--- src/rtl/lsu_unit_pkg.sv ---
// Shared types for the memory-stage load/store unit: funct3 size/sign codes
// and the access state enumeration.
package lsu_unit_pkg;

  localparam logic [2:0] F3_B  = 3'b000;
  localparam logic [2:0] F3_H  = 3'b001;
  localparam logic [2:0] F3_W  = 3'b010;
  localparam logic [2:0] F3_BU = 3'b100;
  localparam logic [2:0] F3_HU = 3'b101;

  typedef enum logic [1:0] {
    IDLE = 2'd0,
    REQ  = 2'd1,
    WAIT = 2'd2,
    DONE = 2'd3
  } lsu_state_t;

endpackage

--- src/rtl/lsu_unit_if.sv ---
// Single-outstanding valid/grant data bus between the LSU (master) and memory (slave).
interface lsu_unit_if;

  logic        bus_req;
  logic        bus_we;
  logic [31:0] bus_addr;
  logic [3:0]  bus_be;
  logic [31:0] bus_wdata;
  logic        bus_gnt;
  logic        bus_rvalid;
  logic [31:0] bus_rdata;

  modport master (
    output bus_req, bus_we, bus_addr, bus_be, bus_wdata,
    input  bus_gnt, bus_rvalid, bus_rdata
  );

  modport slave (
    input  bus_req, bus_we, bus_addr, bus_be, bus_wdata,
    output bus_gnt, bus_rvalid, bus_rdata
  );

endinterface

--- src/rtl/lsu_unit_align.sv ---
// Combinational lane logic: byte enables, store-data replication, load
// extraction/extension and the misalignment flag for one funct3/offset pair.
module lsu_align
  import lsu_unit_pkg::*;
(
  input  logic [2:0]  funct3_i,
  input  logic [1:0]  addr_lo_i,
  input  logic [31:0] wdata_i,
  input  logic [31:0] rdata_i,
  output logic [3:0]  be_o,
  output logic [31:0] wdata_rep_o,
  output logic [31:0] ld_data_o,
  output logic        misalign_o
);

  logic [31:0] shifted_s;

  // Size decode drives enables/replication/alignment; full funct3 drives extension.
  always_comb begin
    shifted_s   = rdata_i >> {addr_lo_i, 3'b000};
    be_o        = 4'b1111;
    wdata_rep_o = wdata_i;
    misalign_o  = 1'b0;
    ld_data_o   = rdata_i;
    case (funct3_i[1:0])
      2'b00: begin
        be_o        = 4'b0001 << addr_lo_i;
        wdata_rep_o = {4{wdata_i[7:0]}};
      end
      2'b01: begin
        be_o        = 4'b0011 << {addr_lo_i[1], 1'b0};
        wdata_rep_o = {2{wdata_i[15:0]}};
        misalign_o  = addr_lo_i[0];
      end
      default: begin
        be_o        = 4'b1111;
        wdata_rep_o = wdata_i;
        misalign_o  = (addr_lo_i != 2'b00);
      end
    endcase
    case (funct3_i)
      F3_B:    ld_data_o = {{24{shifted_s[7]}}, shifted_s[7:0]};
      F3_BU:   ld_data_o = {24'd0, shifted_s[7:0]};
      F3_H:    ld_data_o = {{16{shifted_s[15]}}, shifted_s[15:0]};
      F3_HU:   ld_data_o = {16'd0, shifted_s[15:0]};
      default: ld_data_o = rdata_i;
    endcase
  end

endmodule

--- src/rtl/lsu_unit.sv ---
// Memory-stage load/store unit: issues one access at a time on the data bus
// and stalls the pipeline until the access completes, faults or times out.
module lsu_unit
  import lsu_unit_pkg::*;
#(
  parameter int TIMEOUT = 255,
  parameter int CNT_W   = 8
) (
  input  logic        clk,
  input  logic        rst_n,
  input  logic        mem_valid,
  input  logic        memread,
  input  logic        memwrite,
  input  logic [2:0]  funct3,
  input  logic [31:0] addr,
  input  logic [31:0] wdata,
  output logic [31:0] ld_data,
  output logic        stall_m,
  output logic        misalign,
  output logic        bus_err,
  lsu_unit_if.master  bus
);

  localparam logic [CNT_W-1:0] TIMEOUT_C = CNT_W'(TIMEOUT);

  lsu_state_t       state_q, state_d;
  logic [CNT_W-1:0] cnt_q, cnt_d;
  logic             bus_req_q, bus_req_d;
  logic             bus_we_q, bus_we_d;
  logic             bus_err_q, bus_err_d;
  logic [31:0]      bus_addr_q, bus_addr_d;
  logic [31:0]      bus_wdata_q, bus_wdata_d;
  logic [31:0]      ld_data_q, ld_data_d;
  logic [3:0]       bus_be_q, bus_be_d;
  logic [2:0]       f3_q, f3_d;
  logic [1:0]       lo_q, lo_d;

  logic             op_s, idle_s, timeout_s, al_mis_s;
  logic [2:0]       al_f3_s;
  logic [1:0]       al_lo_s;
  logic [3:0]       al_be_s;
  logic [31:0]      al_wdata_s, al_ld_s;

  assign op_s      = mem_valid & (memread | memwrite);
  assign idle_s    = (state_q == IDLE);
  assign timeout_s = (cnt_q == TIMEOUT_C);

  // One lane unit: live inputs while issuing, captured size/offset while loading.
  assign al_f3_s = idle_s ? funct3 : f3_q;
  assign al_lo_s = idle_s ? addr[1:0] : lo_q;

  lsu_align u_align (
    .funct3_i    (al_f3_s),
    .addr_lo_i   (al_lo_s),
    .wdata_i     (wdata),
    .rdata_i     (bus.bus_rdata),
    .be_o        (al_be_s),
    .wdata_rep_o (al_wdata_s),
    .ld_data_o   (al_ld_s),
    .misalign_o  (al_mis_s)
  );

  assign misalign = op_s & al_mis_s & idle_s;
  assign stall_m  = op_s & ~al_mis_s & (state_q != DONE);

  // Next-state and bus/result register updates for the single outstanding access.
  always_comb begin
    state_d     = state_q;
    cnt_d       = cnt_q;
    bus_req_d   = bus_req_q;
    bus_we_d    = bus_we_q;
    bus_addr_d  = bus_addr_q;
    bus_be_d    = bus_be_q;
    bus_wdata_d = bus_wdata_q;
    ld_data_d   = ld_data_q;
    f3_d        = f3_q;
    lo_d        = lo_q;
    bus_err_d   = 1'b0;
    case (state_q)
      IDLE: begin
        if (op_s && !al_mis_s) begin
          bus_req_d   = 1'b1;
          bus_we_d    = memwrite;
          bus_addr_d  = {addr[31:2], 2'b00};
          bus_be_d    = al_be_s;
          bus_wdata_d = al_wdata_s;
          f3_d        = funct3;
          lo_d        = addr[1:0];
          cnt_d       = {CNT_W{1'b0}};
          state_d     = REQ;
        end else begin
          state_d = IDLE;
        end
      end
      REQ: begin
        cnt_d = cnt_q + CNT_W'(1);
        if (timeout_s) begin
          bus_err_d = 1'b1;
          bus_req_d = 1'b0;
          ld_data_d = 32'd0;
          state_d   = DONE;
        end else if (bus.bus_gnt) begin
          bus_req_d = 1'b0;
          state_d   = bus_we_q ? DONE : WAIT;
        end else begin
          state_d = REQ;
        end
      end
      WAIT: begin
        cnt_d = cnt_q + CNT_W'(1);
        if (timeout_s) begin
          bus_err_d = 1'b1;
          ld_data_d = 32'd0;
          state_d   = DONE;
        end else if (bus.bus_rvalid) begin
          ld_data_d = al_ld_s;
          state_d   = DONE;
        end else begin
          state_d = WAIT;
        end
      end
      DONE: begin
        ld_data_d = 32'd0;
        state_d   = IDLE;
      end
      default: state_d = IDLE;
    endcase
  end

  // State and output registers.
  always_ff @(posedge clk or negedge rst_n) begin
    if (!rst_n) begin
      state_q     <= IDLE;
      cnt_q       <= {CNT_W{1'b0}};
      bus_req_q   <= 1'b0;
      bus_we_q    <= 1'b0;
      bus_err_q   <= 1'b0;
      bus_addr_q  <= 32'd0;
      bus_be_q    <= 4'd0;
      bus_wdata_q <= 32'd0;
      ld_data_q   <= 32'd0;
      f3_q        <= 3'd0;
      lo_q        <= 2'd0;
    end else begin
      state_q     <= state_d;
      cnt_q       <= cnt_d;
      bus_req_q   <= bus_req_d;
      bus_we_q    <= bus_we_d;
      bus_err_q   <= bus_err_d;
      bus_addr_q  <= bus_addr_d;
      bus_be_q    <= bus_be_d;
      bus_wdata_q <= bus_wdata_d;
      ld_data_q   <= ld_data_d;
      f3_q        <= f3_d;
      lo_q        <= lo_d;
    end
  end

  assign ld_data       = ld_data_q;
  assign bus_err       = bus_err_q;
  assign bus.bus_req   = bus_req_q;
  assign bus.bus_we    = bus_we_q;
  assign bus.bus_addr  = bus_addr_q;
  assign bus.bus_be    = bus_be_q;
  assign bus.bus_wdata = bus_wdata_q;

endmodule

--- src/flat_wrapper.sv ---
// flat-port wrapper written by rule: the top's interface ports become plain ports
module lsu_unit_flat import lsu_unit_pkg::*;
#(
  parameter int TIMEOUT = 255,
  parameter int CNT_W   = 8
)
  (clk, rst_n, mem_valid, memread, memwrite, funct3, addr, wdata, ld_data, stall_m, misalign, bus_err, bus_bus_req, bus_bus_we, bus_bus_addr, bus_bus_be, bus_bus_wdata, bus_bus_gnt, bus_bus_rvalid, bus_bus_rdata);
  lsu_unit_if bus_i ();
  input  logic clk;
  input  logic rst_n;
  input  logic mem_valid;
  input  logic memread;
  input  logic memwrite;
  input  logic [2:0] funct3;
  input  logic [31:0] addr;
  input  logic [31:0] wdata;
  output logic [31:0] ld_data;
  output logic stall_m;
  output logic misalign;
  output logic bus_err;
  output wire logic [$bits(bus_i.bus_req)-1:0] bus_bus_req;
  output wire logic [$bits(bus_i.bus_we)-1:0] bus_bus_we;
  output wire logic [$bits(bus_i.bus_addr)-1:0] bus_bus_addr;
  output wire logic [$bits(bus_i.bus_be)-1:0] bus_bus_be;
  output wire logic [$bits(bus_i.bus_wdata)-1:0] bus_bus_wdata;
  input wire logic [$bits(bus_i.bus_gnt)-1:0] bus_bus_gnt;
  input wire logic [$bits(bus_i.bus_rvalid)-1:0] bus_bus_rvalid;
  input wire logic [$bits(bus_i.bus_rdata)-1:0] bus_bus_rdata;
  assign bus_bus_req = bus_i.bus_req;
  assign bus_bus_we = bus_i.bus_we;
  assign bus_bus_addr = bus_i.bus_addr;
  assign bus_bus_be = bus_i.bus_be;
  assign bus_bus_wdata = bus_i.bus_wdata;
  assign bus_i.bus_gnt = bus_bus_gnt;
  assign bus_i.bus_rvalid = bus_bus_rvalid;
  assign bus_i.bus_rdata = bus_bus_rdata;
  lsu_unit #(.TIMEOUT(TIMEOUT), .CNT_W(CNT_W)) u_core (.clk(clk), .rst_n(rst_n), .mem_valid(mem_valid), .memread(memread), .memwrite(memwrite), .funct3(funct3), .addr(addr), .wdata(wdata), .ld_data(ld_data), .stall_m(stall_m), .misalign(misalign), .bus_err(bus_err), .bus(bus_i));
endmodule
--- config.mk ---
export PLATFORM = sky130hd
export DESIGN_NAME = lsu_unit_flat
export DESIGN_NICKNAME = d
export VERILOG_FILES = /design/src/rtl/lsu_unit_pkg.sv /design/src/rtl/lsu_unit_if.sv /design/src/rtl/lsu_unit_align.sv /design/src/rtl/lsu_unit.sv /design/src/flat_wrapper.sv
export SDC_FILE = /design/constraint.sdc
export NUM_CORES = 1
export LEC_CHECK = 0
export CAP_MARGIN = 15
export CELL_PAD_IN_SITES_DETAIL_PLACEMENT = 2
export CELL_PAD_IN_SITES_GLOBAL_PLACEMENT = 2
export CORE_MARGIN = 3
export CORE_UTILIZATION = 26
export CTS_BUF_LIST = sky130_fd_sc_hd__clkbuf_4 sky130_fd_sc_hd__clkbuf_8
export DETAILED_ROUTE_END_ITERATION = 10
export MAX_ROUTING_LAYER = met4
export PLACE_DENSITY = 0.87
export SLEW_MARGIN = 20
export SYNTH_ARGS = -nofsm -noshare
export SYNTH_HDL_FRONTEND = slang
export SYNTH_SLANG_ARGS = --single-unit
--- constraint.sdc ---
create_clock -name clk -period 2.92 [get_ports clk]
set_input_delay 0.584 -clock clk [delete_from_list [all_inputs] [get_ports clk]]
set_output_delay 0.584 -clock clk [all_outputs]
set_load 0.1 [all_outputs]
Word-level counts from Yosys, hierarchy flattened
Cells that the tools add are included.
{ "op_classes": {"n_addsub": 1, "eq_ne": 13, "n_shift": 3, "muxes": 25, "bitwise": 7, "n_reduce_logical": 14} }
{ "op_table": {"columns": ["operator", "count"], "rows": [
  ["$pmux 32 s4", 1],
  ["$mux 32", 3],
  ["$pmux 32 s3", 1],
  ["$pmux 32 s2", 1],
  ["$shr 32x5->16", 1],
  ["$pmux 8 s2", 1],
  ["$add 8x1->8 const B", 1],
  ["$eq 8x8->1 const B", 1],
  ["$mux 1", 8],
  ["$mux 2", 4],
  ["$mux 8", 1],
  ["$pmux 2 s4", 1],
  ["$pmux 4 s2", 1],
  ["$eq 3x3->1 const B", 2],
  ["$ne 3x2->1 const B", 2],
  ["$reduce_and 3->1", 2],
  ["$reduce_bool 2->1", 3],
  ["$and 1x1->1", 5],
  ["$eq 2x1->1 const B", 2],
  ["$eq 2x2->1 const B", 2],
  ["$logic_not 2->1", 2],
  ["$ne 2x2->1 const B", 2],
  ["$pmux 1 s2", 2],
  ["$reduce_and 2->1", 2],
  ["12 further kinds", 12]
]} }
{ "word_totals": {"regBits": 116, "inputBits": 106, "output_inout_bits": 105, "word_cells": 74} }

Longest topological paths before layout
{ "logic_depth": {"word_depth": 8, "depth_mapped": 11, "ltp_nobuf": 7} }

By module
A second synthesis with hierarchy kept.
{ "hier_totals": {"cells_unflattened": 497, "hier_area_um2": 6013.3} }
{ "by_module_without_submodules": {"columns": ["mod", "n_inst", "cells_per_inst", "area_each_um2", "seq_area_each_um2"], "rows": [
  ["lsu_unit", 1, 316, 4717.0, 2902.8],
  ["lsu_align", 1, 181, 1296.2, 0.0]
]} }

Least setup slack after synthesis
OpenSTA, ideal clock, no wires.
{ "synth_path": {"path_type": "register to output", "start": "register u_core.state_q[0]", "end": "output port stall_m", "t_arrival_ns": 3.788, "required_time_ns": 2.336, "setup_slack_ns": -1.452, "stages_incl_launch_ff": 8, "n_path_buf": 2, "path_cell_list": "dfrtp_1 -> inv_1 -> ha_1 -> buf_6 -> buf_4 -> mux2i_1 -> o21ai_1 -> a211oi_1"} }
{ "synth_between": {"elab_chain_cells": 7, "elab_cells_between_ends": 11, "classes_between": "eq/ne: 2; mux: 3; bitwise: 3; reduce/logical: 3"} }
{ "synth_lines": {"columns": ["element", "line_no", "text"], "rows": [
  ["from (decl)", "lsu_unit.sv:26", "lsu_state_t state_q, state_d;"],
  ["from (signal assigned)", "lsu_unit.sv:145", "state_q <= state_d;"],
  ["$logic_not 2->1", "lsu_unit.sv:45", "assign idle_s = (state_q == IDLE);"],
  ["$mux 3 / $mux 2 (equally long branches)", "lsu_unit.sv:49, lsu_unit.sv:50", null],
  ["$eq 2x1->1, or another cell as far along", "lsu_unit_align.sv:25", "case (funct3_i[1:0])"],
  ["$pmux 1 s2", "lsu_unit_align.sv:25", null],
  ["$not 1->1", "lsu_unit.sv:64", "assign stall_m = op_s & ~al_mis_s & (state_q != DONE);"],
  ["$and 1x1->1", "lsu_unit.sv:64", null],
  ["$and 1x1->1 (*)", "lsu_unit.sv:64", null],
  ["to (decl)", "flat_wrapper.sv:18", "output logic stall_m;"]
]} }
Every way passes the cells marked *; elsewhere a longest branch is shown, timed or not.

==> summary.md <==
| Metric | Value |
|---|---|
| Status | `finished clean` |
| H-Tree Depth | `4` |
| DRC Markers | `0` |
| Hold Path Class | `input port to asynchronous set/reset pin` |
| DP HPWL | `17600 um` |
| Mapped Avg Cell Area | `8.76 um2` |
| Pre-CTS worst setup slack | `128 ps` |
| Post-synth top area share | `49.9%` |
| TritonCTS clock tree | `built` |
| Num ports | `211` |
| Post-synth top cells | `nand2_1 (218), dfrtp_1 (116), a21oi_1 (47)` |
| Synth Area in XOR/XNOR | `0.602%` |
| Drt wl/cell | `21.1 um` |
| Clk_lat worst skew | `440 ps` |
| Largest family of logic cells by synthesized area | `compound AO/OA/AOI/OAI gates` |
| Post-route setup slack | `52.7 ps` |
| Fillers | `2444` |
| Sink Count | `116` |
| Core footprint | `21900 um2` |
| Final std cells w/o fill | `1185` |
| Area contributors post-synth | `dfrtp_1 (50%), nand2_1 (14%), a21oi_1 (4.0%)` |
| Fmax | `0.349 GHz` |
| Crit Path Max Fanout | `8` |
| Grt ovf | `0` |
| Most frequent cell after synthesis | `nand2_1` |
| Share of layout cells above drive strength 1 | `24.2%` |
| Chip width | `156 um` |
| Total Nets Final | `1002` |
| Total wire length | `25000 um` |
| Placed insts | `1138` |
| Adder-cell share of the synthesized area | `1.08%` |
| Die extent in y | `156 um` |
| Die area | `24200 um2` |
| Post-synthesis compound-gate area fraction | `19.9%` |
| Crit Path Category | `flip-flop to output port` |
| Yosys top cell by area | `dfrtp_1` |
| Vias in the first global route | `6639` |
| Rel. slew slack | `49.2%` |
| Crit path DAT | `2280 ps` |
| Root Driver | `clkbuf_8` |
| First-pass GRT wire length | `38200 um` |
| Sequential share of the synthesized area | `49.9%` |
| Post-route ant nets | `0` |
| Fraction of registers with async set/reset | `100%` |
| Synthesis Warnings | `0` |
| Syn Std Cell Area | `5820 um2` |
| Port Buffers | `208` |
| Worst setup SP type | `flip-flop` |
| Slew of the pin with the lowest slew margin | `762 ps` |
| Flops & latches, synth | `116` |
| GRT Max-Usage Layer | `met2` |
| # rows | `54` |
| Number of max-capacitance violations reported | `0` |
| Cell count after synthesis | `664` |
| GR met1 Demand/Resource | `26.0%` |
| Skew final | `16.8 ps` |
| Area growth from synthesis to layout | `50.9%` |
| Clock Tree Buf Depth | `2` |
| Worst EP required | `2340 ps` |
| Final hold vios | `0` |
| Met3 usage | `5.96%` |
| Initial antenna violation count | `0` |
| # setup viols final | `0` |
| Critical path capture point type | `output port` |
| First-pass DRT Iterations | `4` |
| Fin crit period | `2870 ps` |
| Via count | `6034` |
| Clock transition at the registers of the reported paths | `80 ps` |
| Vias/cell | `5.09` |
| Starting Density | `26.6%` |
| Starting DRT DRC Count | `263` |
| Routing usage on met2 | `33.9%` |
| Post-synth cell types | `53` |
| Share of synthesized area spent on multiplexers | `4.82%` |
| Largest net degree at the start of global routing | `117` |
| CTS buffer count | `17` |
| CTS Hold Bufs | `0` |
| EDFF count, synth | `0` |
| Max Slew Vio Count | `0` |
| Total GRT Usage | `21.0%` |
| Main synth FF type | `dfrtp_1` |
| Synth Area in Simple Gates | `19.2%` |
| Tcrit/Tclk final | `98.2%` |
| Placer Congestion | `0.827` |
==> cells by family (layout without fill, tap and decap cells) <==
logic type,Yosys count,count (layout)
muxes,25,25
AOI/OAI and AO/OA,181,181
DFF,116,116
adders and majority gates,5,5
buffers and inverters,55,294
other,1,3
xor gates and xnor gates,4,4
and+or+nand+nor,277,277
==> stage by stage <==
step	area [um2]	utilization (%)	setup TNS, ps	hold WS [ps]
3_3_place_gp	8180	37.3	0	460
6_report	8770	40.1	0	167
3_5_place_dp	8180	37.3	0	473
5_1_grt	8770	40.1	-64.6	285
2_1_floorplan	5840	-	-155	288
4_1_cts	8670	39.6	0	256
==> state kept, by name, summed over array words and instances, names as in the netlist, named ones only <==
name	count
u_core.bus.bus_be	4
u_core.bus.bus_we	1
u_core.bus.bus_addr	30
u_core.f3_q	3
u_core.ld_data	32
u_core.lo_q	2
u_core.cnt_q	8
u_core.bus.bus_wdata	32
u_core.bus_err	1
u_core.state_q	1
u_core.bus.bus_req	1
==> timing repair <==
action / 4_1_cts / 5_1_grt
gates resized for setup: 12 / 2
buffers inserted: 4 / 8
gates cloned: 1 / 1
pin swaps: 1 / 3
endpoints found under the setup margin: 2 / 2
==> layout by cell type, fill, tap and decap left out, types with 3 or more instances in the layout <==
cell	n
o211ai_1	8
a21oi_1	46
nand2b_1	9
o21ai_0	10
a2111oi_0	8
clkbuf_8	18
nor3_1	4
nand2_1	217
buf_12	8
a22oi_1	8
clkinvlp_4	5
o21ai_2	10
inv_1	9
a31oi_1	15
nor2_1	31
o22ai_1	11
a32o_1	3
mux2i_4	4
o21ai_1	34
clkinv_4	4
clkdlybuf4s50_1	104
ha_1	4
mux2_2	8
a21o_1	7
buf_4	138
mux2i_1	9
xnor2_1	4
dfrtp_1	116
and3_1	3
o21ai_4	3
==> worst paths after layout <==
path | startpoint | to | slack, ps | cells past startpoint
worst max register to register | flip-flop | u_core.bus.bus_be[1]$_DFFE_PN0P_ | 180 | 10
worst min register to register | u_core.bus.bus_addr[11]$_DFFE_PN0P_ | u_core.bus.bus_addr[11]$_DFFE_PN0P_ | 490 | 2
worst min-delay path | rst_n | u_core.ld_data[28]$_DFFE_PN0P_ | 170 | 2
min in group clk | u_core.bus.bus_addr[11]$_DFFE_PN0P_ | u_core.bus.bus_addr[11]$_DFFE_PN0P_ | 490 | 2
max in group asynchronous | rst_n | u_core.lo_q[1]$_DFFE_PN0P_ | 2110 | 2
worst max-delay path | flip-flop | stall_m | 50 | 7
==> cell type report <==
cell class | instances | area (um2) | area share (%)
repair buffers | 252 | 2290 | 26.2
clock inverters | 14 | 130 | 1.48
well taps | 280 | 350 | 3.99
multi-input cells | 494 | 2810 | 32.0
flip-flops and latches | 116 | 2900 | 33.1
clock buffers | 18 | 248 | 2.82
diodes | 1 | 2.50 | 0.0285
inverters | 10 | 37.5 | 0.428
==> worst max-delay path, stage by stage (launching register included) <==
cell and delay (ps):
dfrtp_1 410, inv_2 100, ha_4 190, buf_12 160, mux2i_4 330, o21ai_4 120
a211oi_4 300, buf_12 210
==> per-layer routing <==
| layer | vias up | part of all wire [%] |
|---|---|---|
| met1 | 3041 | 42 |
| li1 | 2737 | - |
| met5 | - | 0 |
| met3 | 33 | 7.1 |
| met2 | 223 | 49 |
| met4 | 0 | 1.9 |
Power is not shown: default switching activity piles up to over one toggle a cycle in this logic, so the estimate is an artifact.
